## config.mk

```make
export PLATFORM = sky130hd
export DESIGN_NAME = imem_boot_loader
export DESIGN_NICKNAME = d
export VERILOG_FILES = /design/src/rtl/imem_boot_loader.sv
export SDC_FILE = /design/constraint.sdc
export NUM_CORES = 1
export LEC_CHECK = 0
export ABC_AREA = 0
export ABC_CLOCK_PERIOD_IN_PS = 5500
export CAP_MARGIN = 10
export CORE_MARGIN = 4
export CORE_UTILIZATION = 40
export DETAILED_ROUTE_END_ITERATION = 7
export DONT_BUFFER_PORTS = 1
export SLEW_MARGIN = 25
export SYNTH_ARGS = -nofsm -noshare
export SYNTH_HDL_FRONTEND = slang
export SYNTH_SLANG_ARGS = --single-unit
```

## constraint.sdc

```tcl
create_clock -name clk_i -period 5.5 [get_ports clk_i]
set_clock_uncertainty 0.1 [all_clocks]
set_input_delay 0.825 -clock clk_i [delete_from_list [all_inputs] [get_ports clk_i]]
set_output_delay 0.825 -clock clk_i [all_outputs]
set_load 0.02 [all_outputs]
```

## src/rtl/imem_boot_loader.sv

```systemverilog
// rtl/imem_boot_loader.sv - holds the CPU in reset, clears IM/DM, loads IM from a byte stream, then releases the CPU
module imem_boot_loader #(
    parameter int IM_DEPTH = 32,
    parameter int IM_AW    = 5,
    parameter int DM_DEPTH = 128,
    parameter int DM_AW    = 7
) (
    input  logic             clk_i,
    input  logic             rst_i,
    input  logic             start_i,
    input  logic [IM_AW:0]   n_words_i,
    input  logic             s_valid_i,
    input  logic [7:0]       s_data_i,
    output logic             s_ready_o,
    output logic             im_we_o,
    output logic [IM_AW-1:0] im_addr_o,
    output logic [31:0]      im_wdata_o,
    output logic             dm_we_o,
    output logic [DM_AW-1:0] dm_addr_o,
    output logic [7:0]       dm_wdata_o,
    output logic             cpu_rst_n_o,
    output logic             busy_o,
    output logic             done_o,
    output logic             err_o
);
    typedef enum logic [2:0] {
        S_IDLE, S_CLR_IM, S_CLR_DM, S_LOAD, S_RUN
    } state_t;

    localparam logic [IM_AW:0]   IM_DEPTH_W = IM_DEPTH[IM_AW:0];
    localparam logic [IM_AW-1:0] IM_LAST    = IM_AW'(IM_DEPTH - 1);
    localparam logic [DM_AW-1:0] DM_LAST    = DM_AW'(DM_DEPTH - 1);

    state_t           state_q;
    logic [IM_AW:0]   n_q;
    logic [IM_AW:0]   word_q;
    logic [1:0]       byte_q;
    logic [23:0]      shift_q;
    logic             im_we_q;
    logic [IM_AW-1:0] im_addr_q;
    logic [31:0]      im_wdata_q;
    logic             dm_we_q;
    logic [DM_AW-1:0] dm_addr_q;
    logic             s_ready_q;
    logic             cpu_rst_n_q;
    logic             busy_q;
    logic             done_q;
    logic             err_q;

    logic [31:0]      word_d;
    logic             last_word_d;

    assign word_d      = {shift_q, s_data_i};
    assign last_word_d = (word_q == n_q - 1'b1);

    always_ff @(posedge clk_i or posedge rst_i) begin
        if (rst_i) begin
            state_q     <= S_IDLE;
            n_q         <= '0;
            word_q      <= '0;
            byte_q      <= '0;
            shift_q     <= '0;
            im_we_q     <= 1'b0;
            im_addr_q   <= '0;
            im_wdata_q  <= '0;
            dm_we_q     <= 1'b0;
            dm_addr_q   <= '0;
            s_ready_q   <= 1'b0;
            cpu_rst_n_q <= 1'b0;
            busy_q      <= 1'b0;
            done_q      <= 1'b0;
            err_q       <= 1'b0;
        end else begin
            im_we_q <= 1'b0;
            dm_we_q <= 1'b0;
            case (state_q)
                S_IDLE, S_RUN: begin
                    if (start_i) begin
                        if (n_words_i > IM_DEPTH_W) begin
                            err_q <= 1'b1;
                        end else begin
                            err_q       <= 1'b0;
                            n_q         <= n_words_i;
                            word_q      <= '0;
                            byte_q      <= '0;
                            state_q     <= S_CLR_IM;
                            im_we_q     <= 1'b1;
                            im_addr_q   <= '0;
                            im_wdata_q  <= '0;
                            cpu_rst_n_q <= 1'b0;
                            done_q      <= 1'b0;
                            busy_q      <= 1'b1;
                        end
                    end
                end
                S_CLR_IM: begin
                    if (im_addr_q == IM_LAST) begin
                        state_q   <= S_CLR_DM;
                        dm_we_q   <= 1'b1;
                        dm_addr_q <= '0;
                    end else begin
                        im_we_q   <= 1'b1;
                        im_addr_q <= im_addr_q + 1'b1;
                    end
                end
                S_CLR_DM: begin
                    if (dm_addr_q == DM_LAST) begin
                        if (n_q == '0) begin
                            state_q     <= S_RUN;
                            busy_q      <= 1'b0;
                            done_q      <= 1'b1;
                            cpu_rst_n_q <= 1'b1;
                        end else begin
                            state_q   <= S_LOAD;
                            s_ready_q <= 1'b1;
                        end
                    end else begin
                        dm_we_q   <= 1'b1;
                        dm_addr_q <= dm_addr_q + 1'b1;
                    end
                end
                S_LOAD: begin
                    // s_ready low inside LOAD marks the cycle carrying the final IM write
                    if (!s_ready_q) begin
                        state_q     <= S_RUN;
                        busy_q      <= 1'b0;
                        done_q      <= 1'b1;
                        cpu_rst_n_q <= 1'b1;
                    end else if (s_valid_i) begin
                        if (byte_q == 2'd3) begin
                            im_we_q    <= 1'b1;
                            im_addr_q  <= word_q[IM_AW-1:0];
                            im_wdata_q <= word_d;
                            word_q     <= word_q + 1'b1;
                            byte_q     <= '0;
                            if (last_word_d) begin
                                s_ready_q <= 1'b0;
                            end
                        end else begin
                            shift_q <= {shift_q[15:0], s_data_i};
                            byte_q  <= byte_q + 2'd1;
                        end
                    end
                end
                default: state_q <= S_IDLE;
            endcase
        end
    end

    assign s_ready_o   = s_ready_q;
    assign im_we_o     = im_we_q;
    assign im_addr_o   = im_addr_q;
    assign im_wdata_o  = im_wdata_q;
    assign dm_we_o     = dm_we_q;
    assign dm_addr_o   = dm_addr_q;
    assign dm_wdata_o  = 8'h00;
    assign cpu_rst_n_o = cpu_rst_n_q;
    assign busy_o      = busy_q;
    assign done_o      = done_q;
    assign err_o       = err_q;
endmodule
```

==> results.yml, run 1 <==
status:
  status: "finished clean"
timing:
  setup_viol: 0
  whs_ns: 0.364
  hold_viol_final: 0
  period_needed_ns: 3.12
  timing.final.crit_share_pct: 56.7
  relSlewSlack_pct: 43.5
  tightest_slew_ns: 0.847
  rsz0062_at_grt: "false"
  maxSlewViolCount: 0
  fmax_mhz: 321
  setup-tns-final_ns: 0
routing:
  wl_mm: 9.11
  vias_per_cell: 5.39
  via_count: 2882
  dr.pass1.iters: 4
  post_drt_wl_per_cell_um: 17.0
  drc: 0
  first_iter_violations: 141
  postRouteAntennaNets: 0
synth:
  netlist_top_cells_area: "dfrtp_1, mux2_2, nand2_1, nand3_1, ha_1"
  synth.largest_area_cell: "dfrtp_1"
  synthCells: 398
  synth_area_per_cell_um2: 10.5
  synth_cell_type_count: 53
  ys.flop_type: "dfrtp_1"
  synth.most_common_cell: "dfrtp_1"
  synth_edf_count: 0
  ys_async_sr_fraction_pct: 100
  yosys_warnings: 0
  synth_seq_cells: 91
  synth_top_area_share_pct: 54.5
  syn_area_um2: 4180
  ys_seq_area_share_pct: 54.5
  netlist_top_cells_count: "dfrtp_1, nand2_1, nand3_1"
global_route:
  grt_max_degree: 92
  met3_usage_pct: 5.53
  met1_usage_pct: 19.3
  grt_pass1_wl_mm: 14.9
  grt_usage_pct: 15.9
  grt_antenna_before_repair: 0
  grt_pass1_vias: 2897
  overflow: 0
  busiest_layer: "met2"
  use_met2_pct: 26.6
cts:
  clkLatencyLatePin_ns: 0.37
  cts_tree: "built"
  hold_buffers: 0
  cts_sinks: 91
  cts_resized: 0
  postCtsSetupRepairBufs: 0
  cts_buffer_depth: 2
  cts_root_buffer: "clkbuf_8"
  htreeDepth: 3
  clk_pin_slew_ns: 0.09
  cts_buffers: 9
placement:
  gp_congestion: 0.773
  hpwl_mm: 6.25
  place_area_um2: 4270
  port_buffers: 0
min_path:
  hp-class: "primary input to asynchronous set/reset pin"
power:
  p_leak_uw: 0.00214
  max-vdd-ir-drop_mv: 0.168
  p_total_uw: 2020
  powerDensity_nw_per_um2: 454
worst_setup_path:
  worstRegToRegCells: 5
  crit_fanout: 47
  cp_top_family: "simple AND/OR/NAND/NOR gates"
  crit_type: "flip-flop to flip-flop"
  startpoint: "state_q[2]"
  critPathBufInv: 1
  cp_data_required_time_ns: 5.65
  crit_path_cell_trace: "and3b_2 > nand2_1 > nor3b_4 > buf_8 > mux2_2"
  reg2reg_from: "state_q[2]"
  critPathSlowestCell: "and3b_2"
  arrival_ns: 3.27
  worstSetupEndpointType: "flip-flop"
  start_kind: "flip-flop"
  worst_path_largest_cell_delay_ns: 0.84
  rrSetupSlack_ns: 2.38
  r2r-end: "shift_q[12]"
floorplan:
  num_rows: 37
  die_x_um: 110
  fp.dieH_um: 110
  core-area_um2: 10200
  ios: 77
  dieArea_um2: 12100
  initial_core_util_pct: 40.8
job:
  maxCapViolations: 0
finish:
  nets: 419
  drive_above_1_share_pct: 15.0
  syn_to_final_growth_pct: 6.50
  stdcell_area_um2: 4450
  n_antenna_cell: 0
==> flip-flops by register name (all words and copies together) (netlist names), 2 cells and up <==
| signal | count |
|---|---|
| n_q | 6 |
| shift_q | 24 |
| im_addr_o | 5 |
| im_wdata_o | 32 |
| word_q | 6 |
| state_q | 3 |
| byte_q | 2 |
| dm_addr_o | 7 |
==> worst reg2reg max path, stage by stage (launching register included) <==
cell	delay, ns
dfrtp_1	0.48
and3b_2	0.84
nand2_1	0.32
nor3b_4	0.67
buf_8	0.24
mux2_2	0.35
==> final cells by class <==
cell class	instances	area (µm²)
Multi-Input combinational cell	279	1750
Sequential cell	91	2280
Tap cell	136	170
Clock inverter	6	55.1
Inverter	10	42.5
Clock buffer	10	128
Fill cell	980	5780
Timing Repair Buffer	3	30.0
==> layer usage <==
layer	routed length [µm]	part of all wire, %	vias to the layer above
met2	4610	51	78
li1	-	-	1370
met5	0	0	-
met1	3690	40	1424
met3	709	7.8	10
met4	107	1.2	0
==> where the power goes <==
part	internal, µW	total [µW]	switching (µW)
registers	828	1050	226
clock network	174	430	256
logic	238	536	298
total	1240	2020	780
==> cell families (layout without fill, tap and decap cells) <==
family,Yosys count,after routing,share of synthesized area (%)
other,1,8,0.0898
AO/OA/AOI/OAI,54,54,8.96
buffers and inverters,35,29,4.49
XOR/XNOR,9,9,1.89
adder cells (fa/ha/maj),7,7,2.10
multiplexers,34,34,9.13
flip-flops,91,91,54.5
AND/OR/NAND/NOR,167,167,18.8
==> stage by stage <==
step / util [%] / std cells / worst slack [ns]
floorplan: - / 405 / 2.21
global placement: 41.5 / 518 / 2.32
detailed placement: 41.7 / 519 / 2.38
CTS: 43.5 / 535 / 2.36
finish: 43.5 / 535 / 2.38
global route: 43.5 / 535 / 2.11
==> layout by cell type, fill, tap and decap left out, drive strengths merged, types with 2 or more instances in the layout <==
cell type / n
a21oi: 10
a22o: 3
a31oi: 5
a32o: 2
and3: 3
and3b: 2
buf: 3
clkbuf: 10
clkinvlp: 2
conb: 8
dfrtp: 91
ha: 7
inv: 14
mux2: 33
nand2: 85
nand3: 41
nand3b: 2
nand4: 4
nor2: 10
nor3: 5
nor3b: 2
nor4: 3
o21a: 4
o21ai: 18
o31ai: 2
or3: 4
or4: 2
xnor2: 5
xor2: 4
==> worst max path at each step <==
| stage | endpoint | slack (ns) | cells past startpoint |
|---|---|---|---|
| floorplan | busy_o | 2.21 | 1 |
| global placement | shift_q[19] | 2.32 | 4 |
| detailed placement | shift_q[11] | 2.38 | 5 |
| finish | shift_q[12] | 2.38 | 5 |
| CTS | shift_q[12] | 2.36 | 5 |
| global route | shift_q[20] | 2.11 | 5 |
Note: power is estimated with default switching activity, not from simulation.
==> run 2, diff against run 1 <==
--- a/config.mk
+++ b/config.mk
@@ -6,7 +6,7 @@
 export NUM_CORES = 1
 export LEC_CHECK = 0
 export ABC_AREA = 0
-export ABC_CLOCK_PERIOD_IN_PS = 5500
+export ABC_CLOCK_PERIOD_IN_PS = 3200
 export CAP_MARGIN = 10
 export CORE_MARGIN = 4
 export CORE_UTILIZATION = 40
==> constraint.sdc (replaced) <==
create_clock -name clk_i -period 3.2 [get_ports clk_i]
set_clock_uncertainty 0.1 [all_clocks]
set_input_delay 0.48 -clock clk_i [delete_from_list [all_inputs] [get_ports clk_i]]
set_output_delay 0.48 -clock clk_i [all_outputs]
set_load 0.02 [all_outputs]
==> run 2 against run 1 <==
Against the previous run: utilization grew 0.33 points; total power is 75% higher; global-route usage is 0.31 points higher; flip-flop and latch count is the same.
==> results.yml, run 2 (synthesis gave the netlist of run 1 again) <==
status:
  status: "finished clean"
cts:
  hold_buffers: 0
  htreeDepth: 3
  cts_tree: "built"
  clk_pin_slew_ns: 0.09
  clkLatencyLatePin_ns: 0.35
  cts_resized: 0
  cts_buffer_depth: 2
  cts_sinks: 91
  cts_root_buffer: "clkbuf_8"
  postCtsSetupRepairBufs: 0
  cts_buffers: 9
finish:
  largest_reg_flops: 32
  nets: 423
  drive_above_1_share_pct: 15.9
  n_antenna_cell: 0
  num-fill-cells: 996
  most-common-layout-cells: "dfrtp_1, nand2_1, nand3_1"
  syn_to_final_growth_pct: 7.31
  final_util_pct: 43.8
  final_common_cell: "dfrtp_1"
floorplan:
  num_rows: 37
  fp.dieH_um: 110
  initial_core_util_pct: 40.8
  ios: 77
  core-area_um2: 10200
  dieArea_um2: 12100
  die_x_um: 110
timing:
  tightest_slew_ns: 0.738
  fmax_mhz: 400
  relSlewSlack_pct: 50.8
  whs_ns: 0.0129
  setup-tns-final_ns: 0
  rsz0062_at_grt: "false"
  maxSlewViolCount: 0
  timing.final.crit_share_pct: 78.2
  hold_viol_final: 0
  period_needed_ns: 2.50
  setup_viol: 0
global_route:
  grt_usage_pct: 16.2
  overflow: 0
  grt_antenna_before_repair: 0
  grt_pass1_wl_mm: 15.2
  grt_pass1_vias: 3024
  grt_max_degree: 59
worst_setup_path:
  rrSetupSlack_ns: 0.70
  reg2reg_from: "im_addr_o[0]"
  cp_data_required_time_ns: 3.35
  arrival_ns: 2.65
  crit_type: "flip-flop to flip-flop"
  startpoint: "im_addr_o[0]"
  start_kind: "flip-flop"
  worstSetupEndpointType: "flip-flop"
  crit_fanout: 6
power:
  powerDensity_nw_per_um2: 787
  p_leak_uw: 0.00216
  max-vdd-ir-drop_mv: 0.316
routing:
  wl_mm: 9.16
  vias_per_cell: 5.34
  post_drt_wl_per_cell_um: 17.0
  first_iter_violations: 122
  postRouteAntennaNets: 0
  via_count: 2875
  dr.pass1.iters: 7
  drc: 0
placement:
  hpwl_mm: 6.45
  gp_congestion: 0.810
  port_buffers: 0
min_path:
  hp-class: "primary input to asynchronous set/reset pin"
job:
  maxCapViolations: 0
==> run 2: path summary, 6_finish.rpt <==
check | end | depth (start not counted)
max in group asynchronous | state_q[1] | 2
min in group clk_i | im_wdata_o[3] | 2
setup / recovery | im_addr_o[3] | 7
setup reg to reg | im_addr_o[3] | 7
hold / removal | dm_addr_o[2] | 1
hold reg to reg | im_wdata_o[30] | 2
==> run 2: metrics by stage <==
step	cells	total power [µW]	setup slack [ns]	cell area [µm²]
3_5_place_dp	523	2780	0.721	4290
5_1_grt	538	3790	0.626	4480
3_3_place_gp	523	2740	0.792	4290
2_1_floorplan	405	2550	0.256	4200
6_report	538	3530	0.698	4480
4_1_cts	538	3580	0.727	4480
==> run 2: final cells by class <==
class	instances	area (µm²)	area share, %
Sequential cell	91	2280	50.8
Timing Repair Buffer	7	52.6	1.17
Clock inverter	6	72.6	1.62
Inverter	10	40.0	0.893
Multi-Input combinational cell	279	1750	39.0
Tap cell	136	170	3.80
Clock buffer	9	124	2.76
==> run 2: power by group <==
group          switching [µW]  internal, µW  total, µW
combinational             516           419        935
clock                     419           365        784
sequential                387          1420       1810
total                    1320          2210       3530
==> run 2: metal layers <==
| layer | vias up | share of wire, % | wire length [µm] | track usage, % |
|---|---|---|---|---|
| met1 | 1424 | 41 | 3730 | 18.7 |
| met3 | 11 | 8.3 | 762 | 6.17 |
| met5 | - | 0 | 0 | 0 |
| met2 | 69 | 50 | 4550 | 27.8 |
| met4 | 0 | 1.3 | 116 | 5.19 |
| li1 | 1371 | - | - | - |
==> run 2: worst max-delay path: stages (launching register included) <==
cell and delay [ns]:
dfrtp_1 0.53, ha_1 0.30, and3_1 0.19, ha_1 0.22, o21ai_0 0.16, a32oi_1 0.14, or4_1 0.56, a22o_1 0.19
